## config.mk

```make
export PLATFORM = sky130hd
export DESIGN_NAME = morse_seq_module
export DESIGN_NICKNAME = d
export VERILOG_FILES = /design/src/rtl/morse_seq_module.sv
export SDC_FILE = /design/constraint.sdc
export NUM_CORES = 1
export LEC_CHECK = 0
export ABC_AREA = 1
export CAP_MARGIN = 20
export CORE_MARGIN = 2
export CORE_UTILIZATION = 55
export DETAILED_ROUTE_END_ITERATION = 10
export PLACE_DENSITY_LB_ADDON = 0.25
export SYNTH_ARGS = -nofsm -noshare
export SYNTH_HDL_FRONTEND = slang
export SYNTH_SLANG_ARGS = --single-unit
```

## constraint.sdc

```tcl
create_clock -name CLK -period 2.1 [get_ports CLK]
set_input_delay 0.21 -clock CLK [delete_from_list [all_inputs] [get_ports CLK]]
set_output_delay 0.21 -clock CLK [all_outputs]
set_load 0.01 [all_outputs]
```

## src/rtl/morse_seq_module.sv

```systemverilog
// morse_seq_module: programmable Morse sequencer.
// Plays up to MAX_SYM dot/dash symbols, latched at Start_Sig, on Pin_Out with
// standard Morse timing (dot 1 unit, dash 3, inter-symbol gap 1, letter gap 3).
// Optional feature macro: MORSE_SEQ_REPEAT_EN adds Rep_Num[3:0]; the pattern
// is then played Rep_Num+1 times with a 7-unit word gap between passes.
module morse_seq_module #(
    parameter int UNIT_CYCLES = 4,
    parameter int MAX_SYM     = 16,
    parameter int SYM_W       = 5
) (
    input  logic               CLK,
    input  logic               RST,
    input  logic               Start_Sig,
    input  logic [SYM_W-1:0]   Sym_Count,
    input  logic [MAX_SYM-1:0] Sym_Pattern,
`ifdef MORSE_SEQ_REPEAT_EN
    input  logic [3:0]         Rep_Num,
`endif
    output logic               Busy,
    output logic               Done_Sig,
    output logic               Pin_Out
);

    localparam int CYC_W = (UNIT_CYCLES > 1) ? $clog2(UNIT_CYCLES) : 1;
    localparam logic [CYC_W-1:0] CYC_LAST = CYC_W'(UNIT_CYCLES - 1);
    localparam logic [SYM_W-1:0] SYM_MAX  = SYM_W'(MAX_SYM);

    typedef enum logic [2:0] {
        S_IDLE, S_MARK, S_GAP, S_WORD, S_TAIL, S_DONE
    } state_t;

    state_t             state_q, state_d;
    logic [CYC_W-1:0]   cyc_q, cyc_d;     // clock cycles within the current unit
    logic [2:0]         unit_q, unit_d;   // units elapsed in the current state
    logic [SYM_W-1:0]   idx_q, idx_d;     // symbol being played
    logic [SYM_W-1:0]   cnt_q, cnt_d;     // clamped symbol count
    logic [MAX_SYM-1:0] pat_q, pat_d;
    logic               pin_q, pin_d;
    logic               busy_q, busy_d;
    logic               done_q, done_d;

    logic               more_pass;
    logic [SYM_W-1:0]   cnt_clamped;
    logic [MAX_SYM-1:0] pat_sh;
    logic               cur_dash;
    logic [2:0]         dur_m1;
    logic               unit_end;
    logic               state_end;
    logic               more_sym;

`ifdef MORSE_SEQ_REPEAT_EN
    logic [3:0] rep_q, rep_d;     // extra passes requested
    logic [3:0] pass_q, pass_d;   // passes already completed
    assign more_pass = (pass_q != rep_q);
`else
    assign more_pass = 1'b0;
`endif

    assign cnt_clamped = (Sym_Count > SYM_MAX) ? SYM_MAX : Sym_Count;
    assign pat_sh      = pat_q >> idx_q;
    assign cur_dash    = pat_sh[0];
    assign unit_end    = (cyc_q == CYC_LAST);
    assign state_end   = unit_end && (unit_q == dur_m1);
    assign more_sym    = ({1'b0, idx_q} + {{SYM_W{1'b0}}, 1'b1}) < {1'b0, cnt_q};

    // Length of the current timed state, in units minus one
    always_comb begin
        dur_m1 = 3'd0;
        case (state_q)
            S_MARK:  dur_m1 = cur_dash ? 3'd2 : 3'd0;
            S_GAP:   dur_m1 = 3'd0;
            S_WORD:  dur_m1 = 3'd6;
            S_TAIL:  dur_m1 = 3'd2;
            default: dur_m1 = 3'd0;
        endcase
    end

    // Next-state, counter and registered-output logic
    always_comb begin
        state_d = state_q;
        cyc_d   = cyc_q;
        unit_d  = unit_q;
        idx_d   = idx_q;
        cnt_d   = cnt_q;
        pat_d   = pat_q;
        pin_d   = pin_q;
        busy_d  = busy_q;
        done_d  = done_q;
`ifdef MORSE_SEQ_REPEAT_EN
        rep_d   = rep_q;
        pass_d  = pass_q;
`endif
        // Unit timebase runs in every timed state; a state exit clears it so
        // the next state always starts from a fresh unit.
        if (state_q == S_MARK || state_q == S_GAP ||
            state_q == S_WORD || state_q == S_TAIL) begin
            if (unit_end) begin
                cyc_d  = '0;
                unit_d = unit_q + 3'd1;
            end else begin
                cyc_d = cyc_q + CYC_W'(1);
            end
            if (state_end) begin
                cyc_d  = '0;
                unit_d = '0;
            end
        end

        case (state_q)
            S_IDLE: begin
                cyc_d  = '0;
                unit_d = '0;
                if (Start_Sig) begin
                    cnt_d  = cnt_clamped;
                    pat_d  = Sym_Pattern;
                    idx_d  = '0;
                    busy_d = 1'b1;
`ifdef MORSE_SEQ_REPEAT_EN
                    rep_d  = Rep_Num;
                    pass_d = '0;
`endif
                    if (cnt_clamped == '0) begin
                        state_d = S_DONE;
                        done_d  = 1'b1;
                    end else begin
                        state_d = S_MARK;
                        pin_d   = 1'b1;
                    end
                end
            end
            S_MARK: begin
                if (state_end) begin
                    pin_d = 1'b0;
                    if (more_sym)       state_d = S_GAP;
                    else if (more_pass) state_d = S_WORD;
                    else                state_d = S_TAIL;
                end
            end
            S_GAP: begin
                if (state_end) begin
                    idx_d   = idx_q + SYM_W'(1);
                    pin_d   = 1'b1;
                    state_d = S_MARK;
                end
            end
            S_WORD: begin
                if (state_end) begin
                    idx_d   = '0;
`ifdef MORSE_SEQ_REPEAT_EN
                    pass_d  = pass_q + 4'd1;
`endif
                    pin_d   = 1'b1;
                    state_d = S_MARK;
                end
            end
            S_TAIL: begin
                if (state_end) begin
                    done_d  = 1'b1;
                    state_d = S_DONE;
                end
            end
            S_DONE: begin
                done_d  = 1'b0;
                busy_d  = 1'b0;
                state_d = S_IDLE;
            end
            default: begin
                pin_d   = 1'b0;
                busy_d  = 1'b0;
                done_d  = 1'b0;
                state_d = S_IDLE;
            end
        endcase
    end

    // State and output registers; reset drops everything to idle at once
    always_ff @(posedge CLK or posedge RST) begin
        if (RST) begin
            state_q <= S_IDLE;
            cyc_q   <= '0;
            unit_q  <= '0;
            idx_q   <= '0;
            cnt_q   <= '0;
            pat_q   <= '0;
            pin_q   <= 1'b0;
            busy_q  <= 1'b0;
            done_q  <= 1'b0;
`ifdef MORSE_SEQ_REPEAT_EN
            rep_q   <= '0;
            pass_q  <= '0;
`endif
        end else begin
            state_q <= state_d;
            cyc_q   <= cyc_d;
            unit_q  <= unit_d;
            idx_q   <= idx_d;
            cnt_q   <= cnt_d;
            pat_q   <= pat_d;
            pin_q   <= pin_d;
            busy_q  <= busy_d;
            done_q  <= done_d;
`ifdef MORSE_SEQ_REPEAT_EN
            rep_q   <= rep_d;
            pass_q  <= pass_d;
`endif
        end
    end

    assign Pin_Out  = pin_q;
    assign Busy     = busy_q;
    assign Done_Sig = done_q;

endmodule

```

# [Yosys cells after proc, flatten, opt, wreduce, memory -nomap -nowiden]
# Index checks and enable logic that the tools add are counted.
[word_totals] regBits=37 input_bits=24 out_inout_bits=3 word_cells=86
[op_classes] addsub=4 order_cmp=2 n_eq_ne=15 shift=1 n_mux=32 n_bitwise=3 reduce_logical=20
[ops] operator="2-to-1 mux 3 bit" count=10
[ops] operator="2-to-1 mux 5 bit" count=4
[ops] operator=">> shifter 16 x 5 -> 1 bit" count=1
[ops] operator="one-hot mux 5 bit (3 select lines)" count=1
[ops] operator="inequality test 2 bit (second input constant)" count=7
[ops] operator="one-hot mux 3 bit (4 select lines)" count=1
[ops] operator="AND reduction 4 bit" count=3
[ops] operator="2-to-1 mux 2 bit" count=5
[ops] operator="one-hot mux 3 bit (3 select lines)" count=1
[ops] operator="2-to-1 mux 1 bit" count=7
[ops] operator="adder 5 x 1 -> 6 bit (second input constant)" count=1
[ops] operator="== test 3 x 2 -> 1 bit (second input constant)" count=2
[ops] operator="== test 3 bit (second input constant)" count=2
[ops] operator="less-than comparator 6 x 5 -> 1 bit" count=1
[ops] operator="AND reduction 2 bit" count=3
[ops] operator="nonzero test 3 bit" count=2
[ops] operator="adder 5 x 1 -> 5 bit (second input constant)" count=1
[ops] operator="greater-than comparator 5 bit (second input constant)" count=1
[ops] operator="logical NOT 5 bit" count=1
[ops] operator="AND reduction 5 bit" count=1
[ops] operator="one-hot mux 1 bit (4 select lines)" count=1
[ops] operator="OR reduction 2 bit" count=2
[ops] operator="OR reduction 4 bit" count=1
[ops] operator="adder 3 x 1 -> 3 bit (second input constant)" count=1
[ops] operator="other kinds (13)" count=17

# [Logic depth before layout (Yosys ltp)]
# Gate-level depths: netlist of run 1.
[depth] word_depth=8 mapped_depth=15 mapped_depth_nobuf=15

# [Worst setup path before layout of run 1]
# Ideal clock, no wire load.
[synth_path] path_kind="register to register" from="reg idx_q[1]" to="reg state_q[2]" setup_time_ps=119 t_arrival_ps=1738 required_time_ps=1981 slack_ps=242 path_stages_with_launch=12 n_path_buf=0 synth_period_minus_slack_ps=1858 cell_sequence="dfrtp_1 ha_1 ha_1 a21o_1 a21oi_1 nor2_1 o21ai_0 nand2_1 nand2_1 nand3_1 nand4_1 nand2_1"
[synth_via] elab_chain_cells=7 elab_cells_between_ends=14 classes_between="1 x add/sub; 1 x order compare; 4 x eq/ne; 1 x shift; 5 x mux; 2 x reduce/logical"
[synth_lines] element="start: declaration" line="35" text="logic [SYM_W-1:0] idx_q, idx_d;"
[synth_lines] element="start signal: assignment" line="196" text="idx_q <= idx_d;"
[synth_lines] element="branches (longest 7 deep; another with adder 5 x 1 -> 6 bit)"
[synth_lines] element="end signal: assignment" line="193" text="state_q <= state_d;"
[synth_lines] element="end: declaration" line="32" text="state_t state_q, state_d;"
# Several ways; the timed one is not identified. The select of a mux whose other input is x is not followed.
# A chain may end at the register's enable or synchronous reset.

# [Worst setup path after layout of run 1]
# Ends and elaborated chain as after synthesis.

==> impl_metrics.env, run 1 <==
export IMPL_power_net_switching_mw=1.31
export IMPL_layout_cells_non_filler=346
export IMPL_clk_path_buf_depth=2
export IMPL_clkSinkCount=37
export IMPL_dieWidth_um=65.2
export IMPL_drc=0
export IMPL_cpMostUsedCell="nand2_1"
export IMPL_grt_use_total_pct=21.7
export IMPL_drive_gt1_share_pct=10.1
export IMPL_relSlewSlack_pct=69.0
export IMPL_critPathArrivalTime_ns=2.07
export IMPL_yosysUniqueCellTypes=31
export IMPL_ctsRootBufferMaster="clkbuf_8"
export IMPL_seq_area_um2=926
export IMPL_powerDensity_nw_per_um2=1300
export IMPL_boundaryPins=27
export IMPL_start_util_pct=56.7
export IMPL_routed_wl_um=3960
export IMPL_first_global_vias=1675
export IMPL_cp_end_kind="register"
export IMPL_status="finished, final reports clean"
export IMPL_synth_area_um2=2060
export IMPL_wire_per_inst_um=11.5
export IMPL_antenna_found_initial=0
export IMPL_holdCritPathClass="input port to async pin"
export IMPL_clk_insertion_delay_late_ns=0.29
export IMPL_vdd_ir_drop_max_uv=602
export IMPL_tightest_slew_ns=0.465
export IMPL_fillers=323
export IMPL_yosysSeqAreaShare_pct=45.0
export IMPL_core_area_um2=3630
export IMPL_finalHoldViolCount=0
export IMPL_drv_cap=0
export IMPL_fin_crit_ns=1.88
export IMPL_place_gp_congestion=0.826
export IMPL_setup_tns_ns=0
export IMPL_worstPathRequired_ns=2.29
export IMPL_setup_viol=0
export IMPL_skew_ns=0.00775
export IMPL_first_iter_violations=136
export IMPL_cts_resized=0
export IMPL_vias=1747
export IMPL_yosysWarnings=0
export IMPL_hold_buffers=0
export IMPL_cts_tree="done"
export IMPL_post_cts_buffers=0
export IMPL_syn_avg_cell_area_um2=7.77
export IMPL_port_buffers=26
export IMPL_synth_area_top_cells="dfrtp_1 (45%), nand2_1 (19%), inv_1 (5.3%)"
export IMPL_dp_cells=338
export IMPL_synth_top_family_by_area="simple AND/OR/NAND/NOR gates"
export IMPL_cp_slowest_cell="dfrtp_1"
export IMPL_clockPowerShare_pct=19.7
export IMPL_critPathMaxStageDelay_ns=0.38
export IMPL_nets=329
export IMPL_syn_nets=297
export IMPL_htreeDepth=2
export IMPL_rsz0062_at_grt="no"
export IMPL_cp_start_kind="register"
export IMPL_dr_pass1_iters=4
export IMPL_placementRows=22
export IMPL_multi_input_area_um2=976
export IMPL_gr_total_overflow=0
export IMPL_clkTransAtPathRegs_ns=0.07
export IMPL_period_share_pct=89.7
export IMPL_synth_area_leader_cell="dfrtp_1"
export IMPL_synth_xor_area_share_pct=1.70
export IMPL_grt_max_degree=38
export IMPL_pwr_share_seq_pct=35.7
export IMPL_syn_to_final_growth_pct=21.4
export IMPL_synth_seq_cells=37
export IMPL_yosys_area_share_simple_pct=33.4
export IMPL_drv_slew=0
export IMPL_fmax_ghz=0.531
export IMPL_synth_adder_area_share_pct=4.86
export IMPL_path_max_fanout=2
export IMPL_synth_compound_area_share_pct=7.47
export IMPL_dieHeight_um=65.2
export IMPL_dieArea_um2=4250
export IMPL_crit_chain="ha_1 > ha_1 > a21o_1 > a21oi_1 > nor2_1 > o21ai_1 > nand2_1 > nand2_1 > nand3_1 > nand4_1 > nand2_1"
export IMPL_pwr_share_comb_pct=44.6
export IMPL_design_power_total_mw=3.25
export IMPL_p_int_mw=1.94
export IMPL_cts_buffers_inserted=5
export IMPL_grt_first_pass_wirelength_um=7150
export IMPL_syn_inst=265
export IMPL_netSwitchingFraction_pct=40.3
export IMPL_leakagePower_nw=1.27
export IMPL_ant_nets=0
export IMPL_drt_vias_per_instance=5.05
export IMPL_synthMuxAreaShare_pct=0
export IMPL_crit_type="register to register"
export IMPL_utilization_pct=68.8
export IMPL_diodes=0
export IMPL_dp_hpwl_um=2860
export IMPL_synth_top_area_share_pct=45.0
## cell usage in the layout, fill, tap and decap left out, drive strengths merged, types with 4 or more instances in the layout
master         count
o21ai              9
nor2              16
dfrtp             37
nand3             22
nand2            107
ha                 8
inv               34
nand4              6
a21oi              5
buf                4
clkbuf             6
o22ai              5
clkdlybuf4s50     26
## final cells by class
class                   instances  share of cell area, %
clock inverters                 2                   1.50
clock buffers                   6                   3.30
repair buffers                 30                   11.6
inverters                      34                   5.11
well taps                      48                   2.40
flip-flops and latches         37                   37.0
multi-input cells             189                   39.0
## synthesized netlist by cell type, drive strengths merged
master and instances:
a21o 1, o211ai 1, nor2 16, a21oi 5, inv 34, xnor2 1, nand2 107, nor3 1
o22ai 5, o21ai 9, buf 5, o21a 1, nand3b 1, ha 8, xor2 3, a22o 2
nand3 22, nand4 6, dfrtp 37
## final timing paths
check,start,to,slack (ns),cells past startpoint
setup reg to reg,idx_q[1],state_q[2],0.22,11
min in group CLK,Sym_Pattern[11],pat_q[11],0.45,3
max in group asynchronous,RST,cyc_q[0],1.45,3
hold / removal,RST,pat_q[11],0.32,3
setup / recovery,idx_q[1],state_q[2],0.22,11
hold reg to reg,Pin_Out,Pin_Out,0.47,2
## layer usage
metal / vias to the layer above / part of all wire, % / GRT usage [%]
met1: 811 / 48 / 28.8
met3: 7 / 4.3 / 5.65
li1: 905 / - / -
met2: 24 / 46 / 34.7
met4: 0 / 1.4 / 7.03
met5: - / 0 / 0
## flip-flops by register name (all words and copies together) (netlist names)
register / count
Done_Sig: 1
idx_q: 5
pat_q: 16
Pin_Out: 1
cnt_q: 5
state_q: 3
Busy: 1
unit_q: 3
cyc_q: 2
## cells by family (layout without fill, tap and decap cells)
logic type               Yosys count  count (layout)
XOR/XNOR                           4               4
buffers and inverters             39              72
AO/OA/AOI/OAI                     24              24
AND/OR/NAND/NOR                  153             153
flip-flops                        37              37
adder cells (fa/ha/maj)            8               8
## critical path, delay by kind of cell, from the launching register on
kind                       cells  cell delay [ns]
adders and majority gates      2             0.60
AOI/OAI and AO/OA              3             0.40
and+or+nand+nor                6             0.40
DFF                            1             0.38
## stage by stage
step                hold WS, ns  setup slack (ns)  cell area [um2]
finish                    0.323             0.216             2500
global route              0.389           0.00484             2500
CTS                       0.339             0.167             2500
detailed placement        0.461             0.198             2380
global placement          0.458             0.246             2380
floorplan                 0.327             0.242             2060
## power groups by stage
stage	Sequential, mW	Combinational (mW)	Clock [mW]
after CTS	1.16	1.47	0.654
after global placement	1.17	1.42	0
after detailed placement	1.17	1.46	0
final	1.16	1.45	0.640
after global routing	1.19	1.69	0.679
after floorplan	1.15	1.12	0
No activity file was read; power rests on OpenSTA's default activity.
==> run 2: changes to the inputs <==
PLACE_DENSITY = 0.8   (was unset)
PLACE_DENSITY_LB_ADDON = unset   (was 0.25)
==> impl_metrics.env, run 2 (synthesized netlist as in run 1, its figures left out) <==
export IMPL_vias=1712
export IMPL_status="finished, final reports clean"
export IMPL_vdd_ir_drop_max_uv=786
export IMPL_netSwitchingFraction_pct=42.1
export IMPL_clk_path_buf_depth=2
export IMPL_skew_ns=0.00743
export IMPL_setup_tns_ns=0
export IMPL_dieHeight_um=65.2
export IMPL_clockPowerShare_pct=16.0
export IMPL_leakagePower_nw=1.25
export IMPL_finalHoldViolCount=0
export IMPL_clkTransAtPathRegs_ns=0.07
export IMPL_drt_vias_per_instance=4.96
export IMPL_wire_per_inst_um=11.6
export IMPL_hold_buffers=0
export IMPL_cpMostUsedCell="nand2_1"
export IMPL_crit_type="register to register"
export IMPL_dp_cells=338
export IMPL_fmax_ghz=0.516
export IMPL_cts_tree="done"
export IMPL_start_util_pct=56.7
export IMPL_placementRows=22
export IMPL_diodes=0
export IMPL_setup_viol=0
export IMPL_worstPathRequired_ns=2.28
export IMPL_final_cell_mix="nand2_1 (104), dfrtp_1 (37), inv_1 (29)"
export IMPL_rsz0062_at_grt="no"
export IMPL_pwr_share_seq_pct=37.1
export IMPL_ctsRootBufferMaster="clkbuf_8"
export IMPL_first_global_vias=1728
export IMPL_post_place_ws_ns=0.180
export IMPL_hold_ws_ns=0.328
export IMPL_path_max_fanout=2
export IMPL_dp_hpwl_um=2880
export IMPL_routed_wl_um=4000
export IMPL_drv_slew=0
export IMPL_crit_family="adder cells"
export IMPL_drc=0
export IMPL_dieWidth_um=65.2
export IMPL_fillers=301
export IMPL_htreeDepth=2
export IMPL_largest_register="pat_q"
export IMPL_reg_top3="pat_q: 16 flops, cnt_q: 5 flops, idx_q: 5 flops"
export IMPL_clk_insertion_delay_late_ns=0.29
export IMPL_path_buf_inv=0
export IMPL_cp_slowest_cell="dfrtp_1"
export IMPL_final_common_cell="nand2_1"
export IMPL_boundaryPins=27
export IMPL_cp_start_kind="register"
export IMPL_holdCritPathClass="input port to async pin"
export IMPL_critPathMaxStageDelay_ns=0.38
export IMPL_dr_pass1_iters=5
export IMPL_critPathArrivalTime_ns=2.12
export IMPL_cp_end_kind="register"
export IMPL_clkSinkCount=37
export IMPL_drive_gt1_share_pct=9.43
export IMPL_tightest_slew_ns=0.449
export IMPL_fin_crit_ns=1.94
export IMPL_port_buffers=26
export IMPL_dieArea_um2=4250
export IMPL_grt_use_total_pct=21.9
export IMPL_ant_nets=0
export IMPL_largest_reg_flops=16
export IMPL_layout_cells_non_filler=345
export IMPL_cts_resized=0
export IMPL_period_share_pct=92.2
export IMPL_grt_first_pass_wirelength_um=7190
export IMPL_grt_max_degree=38
export IMPL_drv_cap=0
export IMPL_first_iter_violations=107
export IMPL_pwr_share_comb_pct=46.9
export IMPL_relSlewSlack_pct=70.1
export IMPL_p_int_mw=1.81
export IMPL_core_area_um2=3630
export IMPL_syn_to_final_growth_pct=19.7
export IMPL_post_cts_buffers=0
export IMPL_power_net_switching_mw=1.32
export IMPL_utilization_pct=67.9
export IMPL_antenna_found_initial=0
export IMPL_powerDensity_nw_per_um2=1270
export IMPL_gr_total_overflow=0
export IMPL_place_gp_congestion=0.798
export IMPL_cts_buffers_inserted=5
export IMPL_crit_chain="ha_1 > ha_1 > a21o_1 > a21oi_1 > nor2_1 > o21ai_0 > nand2_1 > nand2_1 > nand3_1 > nand4_1 > nand2_1"
export IMPL_nets=329
export IMPL_setup_ws_ns=0.163
[run 2: cell count changes in the layout (fill, tap and decap cells not counted), sizes merged]
cell      delta
clkbuf       +1
clkinvlp     -1
bufinv       -1
[run 2: area by class of cell]
class / count / area (um2) / share of cell area, %
clock buffers: 7 / 86.3 / 3.50
inverters: 34 / 128 / 5.18
multi-input cells: 189 / 976 / 39.6
flip-flops and latches: 37 / 926 / 37.5
well taps: 48 / 60.1 / 2.44
repair buffers: 30 / 290 / 11.8
[run 2: path summary, 6_finish.rpt]
check / cells after the start / end / slack (ns) / from
max reg2reg: 11 / state_q[2] / 0.16 / idx_q[0]
min reg2reg: 2 / pat_q[5] / 0.48 / pat_q[5]
max: 11 / state_q[2] / 0.16 / idx_q[0]
min in group CLK: 3 / pat_q[13] / 0.45 / Sym_Pattern[13]
min: 3 / cnt_q[3] / 0.33 / RST
max in group asynchronous: 3 / cyc_q[0] / 1.46 / RST
[run 2: per-stage QoR]
stage          cell area, um2  total power [mW]
2_1_floorplan            2060              2.27
6_report                 2470              3.13
3_5_place_dp             2380              2.63
5_1_grt                  2470              3.41
3_3_place_gp             2380              2.59
4_1_cts                  2470              3.14
[run 2: power groups by stage]
stage / clock network (mW) / logic (mW) / registers (mW)
final: 0.500 / 1.47 / 1.16
after global routing: 0.535 / 1.68 / 1.19
after CTS: 0.501 / 1.48 / 1.16
after detailed placement: 0 / 1.46 / 1.17
after global placement: 0 / 1.43 / 1.16
after floorplan: 0 / 1.12 / 1.15
[run 2: metal layers]
metal	wire length [um]	global-route usage [%]
met1	1950	28.3
met2	1820	36.4
met3	187	6.16
met4	51	5.47
met5	0	0
[run 2: worst min-delay path, cell delays in order]
cell	delay [ns]
clkdlybuf4s50_1	0.40
inv_1	0.05
buf_4	0.39
